<file path="src/rtl/pdma_pkg.sv">
// Shared types and default sizing for the PDMA FIFO arbiter.
package pdma_pkg;

    // Arbiter FSM: idle, or one requester owns the FIFO write port for a whole frame.
    typedef enum logic [1:0] {
        StIdle = 2'd0,
        StGnt0 = 2'd1,
        StGnt1 = 2'd2
    } pdma_state_e;

    typedef logic [15:0] pdma_word_t;

    localparam int unsigned DefDepthWords = 100;
    localparam int unsigned DefFrameMax   = 16;
    localparam int unsigned DefDmaBurst   = 64;

endpackage

</file>
<file path="src/rtl/pdma_dma_req.sv">
// DMA drain request: raised once enough bytes are readable, held until acknowledged.
module pdma_dma_req
    import pdma_pkg::*;
#(
    parameter int unsigned DMA_BURST = DefDmaBurst
) (
    input  logic       clk_i,
    input  logic       rst_i,
    input  logic [8:0] fifo_rdcnt_i,
    input  logic       dma_ack_i,
    output logic       dma_req_o
);

    logic req_q;
    logic req_d;
    logic burst_ready;

    assign burst_ready = 32'(fifo_rdcnt_i) >= DMA_BURST;

    // Next request state; an ack seen while no request is pending is ignored.
    always_comb begin
        req_d = req_q;
        if (req_q) begin
            if (dma_ack_i) begin
                req_d = 1'b0;
            end
        end else if (burst_ready) begin
            req_d = 1'b1;
        end
    end

    // Request register with synchronous reset.
    always_ff @(posedge clk_i) begin
        if (rst_i) begin
            req_q <= 1'b0;
        end else begin
            req_q <= req_d;
        end
    end

    assign dma_req_o = req_q;

endmodule

</file>
<file path="src/rtl/pdma_fifo_arbiter.sv">
// Two-requester frame-atomic arbiter in front of a write FIFO, plus DMA drain request.
// Optional feature macro PDMA_ARB_DROP_EN: S0 frames that find no space are swallowed
// and counted on drop_cnt_o instead of being back-pressured.
module pdma_fifo_arbiter
    import pdma_pkg::*;
#(
    parameter int unsigned DEPTH_WORDS = DefDepthWords,
    parameter int unsigned FRAME_MAX   = DefFrameMax,
    parameter int unsigned DMA_BURST   = DefDmaBurst
) (
    input  logic       clk_i,
    input  logic       rst_i,
    input  logic       s0_valid_i,
    input  logic       s0_last_i,
    input  pdma_word_t s0_data_i,
    output logic       s0_ready_o,
    input  logic       s1_valid_i,
    input  logic       s1_last_i,
    input  pdma_word_t s1_data_i,
    output logic       s1_ready_o,
    output logic       fifo_we_o,
    output pdma_word_t fifo_data_o,
    input  logic       fifo_full_i,
    input  logic       fifo_overflow_i,
    input  logic [7:0] fifo_wrcnt_i,
    input  logic [8:0] fifo_rdcnt_i,
    output logic       dma_req_o,
    input  logic       dma_ack_i,
    output logic       err_o,
    output logic [7:0] drop_cnt_o
);

    localparam int unsigned BeatW = $clog2(FRAME_MAX + 1);

    pdma_state_e      state_q;
    logic             prio_s1_q;   // S1 wins the next tie after an S0 frame
    logic [BeatW-1:0] beat_q;      // beats written in the current frame, stops at FRAME_MAX
    logic             fifo_we_q;
    pdma_word_t       fifo_data_q;
    logic             err_q;

    logic       space_ok;
    logic       acc0;
    logic       acc1;
    logic       acc;
    logic       acc_last;
    pdma_word_t acc_data;
    logic       beat_over;
    logic       discard;

    // Room for a worst-case frame must exist before any grant.
    assign space_ok = (32'(fifo_wrcnt_i) + FRAME_MAX) <= DEPTH_WORDS;

`ifdef PDMA_ARB_DROP_EN
    logic       drop_q;
    logic [7:0] drop_cnt_q;

    // A dropping S0 frame is drained regardless of FIFO fullness.
    assign s0_ready_o = (state_q == StGnt0) & (drop_q | ~fifo_full_i);
    assign discard    = drop_q;
    assign drop_cnt_o = drop_cnt_q;
`else
    assign s0_ready_o = (state_q == StGnt0) & ~fifo_full_i;
    assign discard    = 1'b0;
    assign drop_cnt_o = 8'd0;
`endif
    assign s1_ready_o = (state_q == StGnt1) & ~fifo_full_i;

    assign acc0      = s0_valid_i & s0_ready_o;
    assign acc1      = s1_valid_i & s1_ready_o;
    assign acc       = acc0 | acc1;
    assign acc_last  = acc0 ? s0_last_i : s1_last_i;
    assign acc_data  = acc0 ? s0_data_i : s1_data_i;
    assign beat_over = beat_q == BeatW'(FRAME_MAX);

    // Arbitration FSM with registered FIFO write port and sticky error.
    always_ff @(posedge clk_i) begin
        if (rst_i) begin
            state_q     <= StIdle;
            prio_s1_q   <= 1'b0;
            beat_q      <= '0;
            fifo_we_q   <= 1'b0;
            fifo_data_q <= '0;
            err_q       <= 1'b0;
`ifdef PDMA_ARB_DROP_EN
            drop_q      <= 1'b0;
            drop_cnt_q  <= 8'd0;
`endif
        end else begin
            fifo_we_q <= 1'b0;
            if (fifo_overflow_i) begin
                err_q <= 1'b1;
            end
            unique case (state_q)
                StIdle: begin
                    if (space_ok && s0_valid_i && (!s1_valid_i || !prio_s1_q)) begin
                        state_q <= StGnt0;
                    end else if (space_ok && s1_valid_i) begin
                        state_q <= StGnt1;
`ifdef PDMA_ARB_DROP_EN
                    end else if (s0_valid_i) begin
                        state_q <= StGnt0;
                        drop_q  <= 1'b1;
`endif
                    end
                end
                StGnt0, StGnt1: begin
                    if (acc) begin
                        if (!discard) begin
                            // Oversized frames: extra beats are consumed but never written.
                            if (beat_over) begin
                                err_q <= 1'b1;
                            end else begin
                                beat_q      <= beat_q + BeatW'(1);
                                fifo_we_q   <= 1'b1;
                                fifo_data_q <= acc_data;
                            end
                        end
                        if (acc_last) begin
                            state_q   <= StIdle;
                            beat_q    <= '0;
                            prio_s1_q <= (state_q == StGnt0);
`ifdef PDMA_ARB_DROP_EN
                            if (drop_q) begin
                                drop_q <= 1'b0;
                                if (drop_cnt_q != 8'hff) begin
                                    drop_cnt_q <= drop_cnt_q + 8'd1;
                                end
                            end
`endif
                        end
                    end
                end
                default: state_q <= StIdle;
            endcase
        end
    end

    assign fifo_we_o   = fifo_we_q;
    assign fifo_data_o = fifo_data_q;
    assign err_o       = err_q;

    pdma_dma_req #(
        .DMA_BURST (DMA_BURST)
    ) u_dma_req (
        .clk_i        (clk_i),
        .rst_i        (rst_i),
        .fifo_rdcnt_i (fifo_rdcnt_i),
        .dma_ack_i    (dma_ack_i),
        .dma_req_o    (dma_req_o)
    );

endmodule

</file>
<file path="config.mk">
export PLATFORM = sky130hd
export DESIGN_NAME = pdma_fifo_arbiter
export DESIGN_NICKNAME = d
export VERILOG_FILES = /design/src/rtl/pdma_pkg.sv /design/src/rtl/pdma_dma_req.sv /design/src/rtl/pdma_fifo_arbiter.sv
export SDC_FILE = /design/constraint.sdc
export NUM_CORES = 1
export LEC_CHECK = 0
export CAP_MARGIN = 20
export CORE_UTILIZATION = 41
export CTS_CLUSTER_SIZE = 8
export DETAILED_ROUTE_END_ITERATION = 16
export GPL_ROUTABILITY_DRIVEN = 1
export HOLD_SLACK_MARGIN = 0.1
export PLACE_DENSITY = 0.95
export REMOVE_ABC_BUFFERS = 1
export SETUP_SLACK_MARGIN = 0.3
export SYNTH_ARGS = -nofsm -noshare
export SYNTH_HDL_FRONTEND = slang
export SYNTH_SLANG_ARGS = --single-unit
export TNS_END_PERCENT = 50
</file>
<file path="constraint.sdc">
create_clock -name clk_i -period 3.1 [get_ports clk_i]
set_clock_uncertainty 0.05 [all_clocks]
set_input_delay 0.62 -clock clk_i [delete_from_list [all_inputs] [get_ports clk_i]]
set_output_delay 0.62 -clock clk_i [all_outputs]
set_load 0.01 [all_outputs]
</file>
==> results of run 1 <==
-- through the flow --
step / total power [mW] / std cells
final: 0.750 / 277
after global routing: 0.791 / 277
after CTS: 0.758 / 277
after detailed placement: 0.563 / 273
after global placement: 0.558 / 273
after floorplan: 0.458 / 150
-- cells in the final DEF, fill, tap and decap left out, types with 6 or more instances in the layout --
master	n
ha_1	7
inv_1	7
a211oi_2	12
mux2i_1	18
nor2b_1	6
nor2_1	24
clkdlybuf4s50_1	72
a211oi_1	8
conb_1	8
dfxtp_1	27
-- cells by family (layout without fill, tap and decap cells) --
group	count (synthesis)	count (layout)	synth area share, %
simple gates	49	49	18.0
compound gates	29	29	18.2
flops	27	27	34.6
buf+inv	22	86	8.98
mux	18	18	11.5
fa+ha+maj	7	7	5.61
xor+xnor	5	5	2.81
other cells	1	8	0.240
-- state kept, by name, indices dropped and copies added (netlist names) --
register and count:
prio_s1_q 1, fifo_data_o 16, err_o 1, beat_q 5, u_dma_req.dma_req_o 1, state_q 2
fifo_we_o 1
-- area by class of cell --
class	count	area (µm²)	area share (%)
clock buffer	4	45.0	1.94
tap	48	60.1	2.59
multi-input combinational	116	906	39.0
inverter	7	26.3	1.13
sequential	27	541	23.3
timing repair buffer	75	743	32.0
-- critical path, stage by stage --
cell,delay [ps]
clkdlybuf4s50_1,530
nor2b_1,160
clkdlybuf4s50_1,540
-- per-layer routing --
layer  GRT usage [%]  up-vias
li1                -      689
met1            18.9      618
met2            34.7       56
met3            5.07        5
met4            5.97        0
met5               0        -
-- where the power goes --
group / internal [mW] / switching (mW)
Combinational: 0.114 / 0.0764
Clock: 0.0918 / 0.104
Sequential: 0.356 / 0.00659
-- worst max-delay path by stage --
| stage | start | endpoint | slack, ps |
|---|---|---|---|
| after floorplan | beat_q[0] | beat_q[2] | 560 |
| after global placement | fifo_full_i | s1_ready_o | 610 |
| after detailed placement | fifo_full_i | s0_ready_o | 580 |
| after CTS | fifo_full_i | s0_ready_o | 570 |
| after global routing | fifo_full_i | s0_ready_o | 510 |
| final | fifo_full_i | s0_ready_o | 580 |
==> key figures, run 1 <==
Synthesis
  – Commonest cells post-synth: 27 x dfxtp_1, 24 x nor2_1, 18 x mux2i_1
  – Asr flop ratio synth: 0%
  – Mapped Cells: roughly 160
  – Cell Area, Synth: between 1500 and 2000 µm²
  – Number of enable flip-flop cells after synthesis: 0
  – Syn Area/Cell: 9.87 µm²
  – Top-count cell post-synth: dfxtp_1
  – Area leader, netlist: dfxtp_1
  – Sequential element share of the synthesized area: roughly a third
  – Post-synth top area share: roughly a third
  – Top_reg_cell synth: dfxtp_1
  – Distinct cells, synth: 37
  – Yosys reg bits: 27
  – Main area contributors after synthesis: dfxtp_1 35%, mux2i_1 12%, a211oi_2 9.6%
  – YS warnings: 0

Min path
  – WHS Endpoint: u_dma_req.dma_req_o
  – Hold path start: u_dma_req.dma_req_o
  – Min-Delay Path Class: reg -> reg
  – Hold depth: 1

Power
  – Worst VDD drop: 0.188 mV
  – P per Cell Area: between 300 and 400 nW/µm²
  – P_leak: about 0.92 nW

Die
  – Die Ht: between 60 and 70 µm
  – Core area: around 3700 µm²
  – Chip width: between 60 and 70 µm
  – Die area: slightly above 4000 µm²
  – IO Count: 87
  – # rows: 22
  – Initial core utilization: a little over two fifths

CTS
  – Hold-fix buffers, CTS: 0
  – Reg clk slew, reported paths: approximately 90 ps
  – Root Buffer: clkbuf_8
  – TritonCTS clock tree: done
  – H-tree Lvls: 1
  – Clock buffer count from CTS: 3
  – Setup bufs post-CTS: 0
  – CTS max path bufs: 2
  – Clock Sinks: 27
  – Worst-skew pair later-pin latency: approximately 260 ps
  – CTS resizes: 0

Finish
  – Layout area overhead: 48.8%
  – Final Util: 63.4%
  – Share of layout cells above drive strength 1: 10.0%
  – ANT cells: 0
  – NumNets Final: 295
  – Fill count: ~320
  – Post-route cell area: between 2000 and 2500 µm²

Detailed routing
  – # DRC: 0
  – Uppermost layer routed: met4
  – Vias per cell: about 4.9
  – Post-route ant nets: 0
  – Initial detailed-routing violation count: 41
  – Drt first pass iters: 4
  – Met3 Routed Length: roughly 280 µm
  – Met2 wire len: 1650 µm
  – WL/cell: ~12 µm
  – Via count: roughly 1.4k
  – Wl on met1: between 1000 and 1500 µm
  – Post-Route WL: roughly 3300 µm

Placed design
  – Area after DPL: 2280 µm²
  – # port buffers: roughly 70
  – Post-Place Worst Slack: roughly 580 ps
  – Dpl hpwl: about 2600 µm
  – RePlAce Congestion: roughly 0.76

Critical path
  – Worst Path Max Fanout: 6
  – Worst Reg2Reg Path Length in Cells: 7
  – Worst R2R Start: state_q[0]
  – WS Path Type: in -> out
  – CP Data Required Time: roughly 2400 ps
  – Reg-to-reg critical path endpoint: beat_q[1]
  – CP endpoint kind: output pin
  – Crit path DAT: around 1900 ps
  – Startpoint types: input port
  – Flop-to-flop setup slack: approximately 1100 ps

Timing
  – Hold Vio Cnt, Final: 0
  – Final setup viols: 0
  – Final cycle utilization of the critical path: about four fifths
  – Final hold slack: approximately 430 ps
  – Final Max Tran Viols: 0
  – Fmax: approximately 400 MHz
  – Final Critical Period: approximately 2500 ps
  – Setup ws final: between 500 and 600 ps
  – RSZ-0062 raised after global routing: false
  – Setup TNS: 0 ps

GRT
  – Initial antenna violation count: 0
  – Pin count of the biggest net entering global routing: 38
  – First-pass GRT wire length: about 6000 µm
  – Vias in the first global route: approximately 1.4k
  – Total track usage: 18.3%
  – GR Overflow Total: 0

Status
  – Status: finished, final reports clean

Flow run
  – Max-Cap Viols: 0
Note: power is estimated with default switching activity, not from simulation.
==> run 2: changes to the inputs <==
--- a/config.mk
+++ b/config.mk
@@ -6,12 +6,12 @@
 export NUM_CORES = 1
 export LEC_CHECK = 0
 export CAP_MARGIN = 20
-export CORE_UTILIZATION = 41
+export CORE_UTILIZATION = 38
 export CTS_CLUSTER_SIZE = 8
 export DETAILED_ROUTE_END_ITERATION = 16
 export GPL_ROUTABILITY_DRIVEN = 1
 export HOLD_SLACK_MARGIN = 0.1
-export PLACE_DENSITY = 0.95
+export PLACE_DENSITY = 0.9
 export REMOVE_ABC_BUFFERS = 1
 export SETUP_SLACK_MARGIN = 0.3
 export SYNTH_ARGS = -nofsm -noshare
==> constraint.sdc (replaced) <==
create_clock -name clk_i -period 2.4 [get_ports clk_i]
set_clock_uncertainty 0.05 [all_clocks]
set_input_delay 0.48 -clock clk_i [delete_from_list [all_inputs] [get_ports clk_i]]
set_output_delay 0.48 -clock clk_i [all_outputs]
set_load 0.01 [all_outputs]
==> run 2 against run 1 <==
Against the previous run: sequential share of layout area is 0.46 points lower; die area increased by 7.6%; count of clock-buffer cells in the layout stayed put; largest cell class unchanged; wire length rose by 2.5%; power increased by 30%; utilization shrank 1.1 points.
==> key figures, run 2 (synthesis results as in run 1) <==
Finish
  – Post-route insts no fill: 281 (+1.4%)
  – Commonest cells after routing, fill and taps aside: 70 x clkdlybuf4s50_1, 27 x dfxtp_1, 24 x nor2_1
  – Multi-input gate area: 908 µm² (+0.28%)
  – FF/Latch Area: 541 µm² (unchanged)
  – Layout area overhead: 51.7%
  – Fill count: 325 (+2.8%)
  – NumNets Final: 299 (+1.4%)
  – Share of layout cells above drive strength 1: 12.0% (+2.0 points)
  – ANT cells: 0 (unchanged)
  – Most common cell after layout, fill and taps aside: clkdlybuf4s50_1
  – Max FFs per register: 16 (unchanged)

Min path
  – Hold depth: 1 (unchanged)
  – Min-Delay Path Class: reg -> reg
  – WHS Endpoint: u_dma_req.dma_req_o
  – Hold path start: u_dma_req.dma_req_o

GRT
  – Total track usage: 16.8% (-1.4 points)
  – GR Overflow Total: 0 (unchanged)
  – Initial antenna violation count: 0 (unchanged)
  – Pin count of the biggest net entering global routing: 28 (-26%)
  – Vias in the first global route: 1,309 (-6.8%)
  – First-pass GRT wire length: 5630 µm (-5.9%)

CTS
  – CTS max path bufs: 2 (unchanged)
  – Hold-fix buffers, CTS: 0 (unchanged)
  – Root Buffer: clkbuf_8
  – H-tree Lvls: 1 (unchanged)
  – Clock buffer count from CTS: 3 (unchanged)
  – Setup bufs post-CTS: 0 (unchanged)
  – Reg clk slew, reported paths: 90 ps (about the same)
  – CTS resizes: 1 (+1)
  – Clock Sinks: 27 (unchanged)
  – TritonCTS clock tree: done
  – Worst-skew pair later-pin latency: 260 ps (about the same)

Critical path
  – WS Path Type: in -> reg
  – Worst Setup SP: s0_valid_i
  – Slowest CP cell: clkdlybuf4s50_1
  – Flop-to-flop setup slack: 490 ps (-600 ps)
  – Worst Path Max Fanout: 5 (-1)
  – Startpoint types: input port
  – Reg-to-reg critical path endpoint: state_q[1]
  – CP endpoint kind: register
  – Worst Reg2Reg Path Length in Cells: 7 (unchanged)
  – Max incr delay on CP: 540 ps (about the same)
  – Crit path DAT: 2160 ps (+310 ps)
  – CP Data Required Time: 2530 ps (+100 ps)
  – Critical path, cell by cell: clkdlybuf4s50_1 -> nand3b_1 -> o221a_4 -> a211oi_2 -> a21oi_1 -> nor4_2
  – Worst R2R Start: state_q[1]

Power
  – Worst VDD drop: 0.327 mV (+74%)
  – P_leak: 0.965 nW (+4.8%)
  – P per Cell Area: 412 nW/µm² (+27%)

Timing
  – Final cycle utilization of the critical path: 84.6%
  – Fmax: around 500 MHz
  – Final Critical Period: between 2000 and 2500 ps
  – RSZ-0062 raised after global routing: true
  – Hold Vio Cnt, Final: 0 (unchanged)
  – Final setup viols: 0 (unchanged)
  – Final hold slack: 438 ps (+9.11 ps)
  – Final Max Tran Viols: 0 (unchanged)

Die
  – Die area: 4370 µm² (+7.6%)
  – Chip width: 66.1 µm (+3.7%)
  – IO Count: 87 (unchanged)
  – Initial core utilization: 41.1% (-1.5 points)
  – # rows: 22 (unchanged)
  – Die Ht: 66.1 µm (+3.7%)
  – Core area: 3800 µm² (+3.8%)

Detailed routing
  – Drt first pass iters: 4 (unchanged)
  – Post-route ant nets: 0 (unchanged)
  – # DRC: 0 (unchanged)
  – Post-Route WL: 3420 µm (+2.5%)
  – WL/cell: 12.2 µm (+1.0%)
  – Vias per cell: 4.89 (-0.99%)
  – Via count: 1,374 (+0.44%)
  – Initial detailed-routing violation count: 45 (+9.8%)

Status
  – Status: finished, final reports clean

Placed design
  – # port buffers: 72 (unchanged)
  – RePlAce Congestion: 0.768 (+0.44%)
  – DP Cell Count: 277 (+1.5%)
  – Dpl hpwl: 2740 µm (+5.6%)

Flow run
  – Max-Cap Viols: 0 (unchanged)
[run 2: changes by cell type in the layout (fill, tap and decap cells not counted), sizes merged]
cell	previous run	this run
dlymetal6s2s	0	1
dlygate4sd2	0	1
clkdlybuf4s50	72	70
buf	3	7
[run 2: worst max-delay path: cells and delay by family]
kind | cells | cell delay (ps)
buffers and inverters | 1 | 540
and+or+nand+nor | 2 | 430
AOI/OAI and AO/OA | 3 | 710
[run 2: metrics by stage]
| stage | power (mW) | utilization (%) | instance area [µm²] | worst slack (ps) | TNS (ps) |
|---|---|---|---|---|---|
| floorplan | 0.591 | - | 1470 | -141 | -1040 |
| global placement | 0.725 | 61.0 | 2320 | 108 | 0 |
| detailed placement | 0.732 | 61.0 | 2320 | 85.4 | 0 |
| CTS | 0.988 | 62.2 | 2360 | 266 | 0 |
| global route | 1.03 | 62.3 | 2370 | 240 | 0 |
| finish | 0.974 | 62.3 | 2370 | 370 | 0 |
[run 2: how the worst max path moves through the flow]
stage,to,slack [ps],cells past startpoint
finish,state_q[1],370,6
global route,state_q[1],240,6
CTS,s0_ready_o,270,4
detailed placement,state_q[1],90,6
global placement,state_q[1],110,6
floorplan,beat_q[2],-140,7
[run 2: report_power, final]
group          internal (mW)  switching (mW)  total, mW
Combinational          0.151           0.101      0.252
Clock                  0.119           0.134      0.253
Sequential             0.460         0.00896      0.469
Total                  0.730           0.244      0.974
[run 2: cell type report]
| cell class | instances | share of cell area (%) |
|---|---|---|
| Multi-Input combinational cell | 116 | 38.4 |
| Timing Repair Buffer | 79 | 33.2 |
| Sequential cell | 27 | 22.8 |
| Tap cell | 48 | 2.54 |
| Clock buffer | 4 | 1.90 |
| Inverter | 7 | 1.11 |
[run 2: metal layers]
metal / track usage [%] / part of all wire (%) / up-vias
met5: 0 / 0 / -
met3: 5.69 / 7.9 / 4
met4: 3.19 / 0.50 / 0
met1: 18.9 / 42 / 623
li1: - / - / 701
met2: 30.6 / 50 / 46
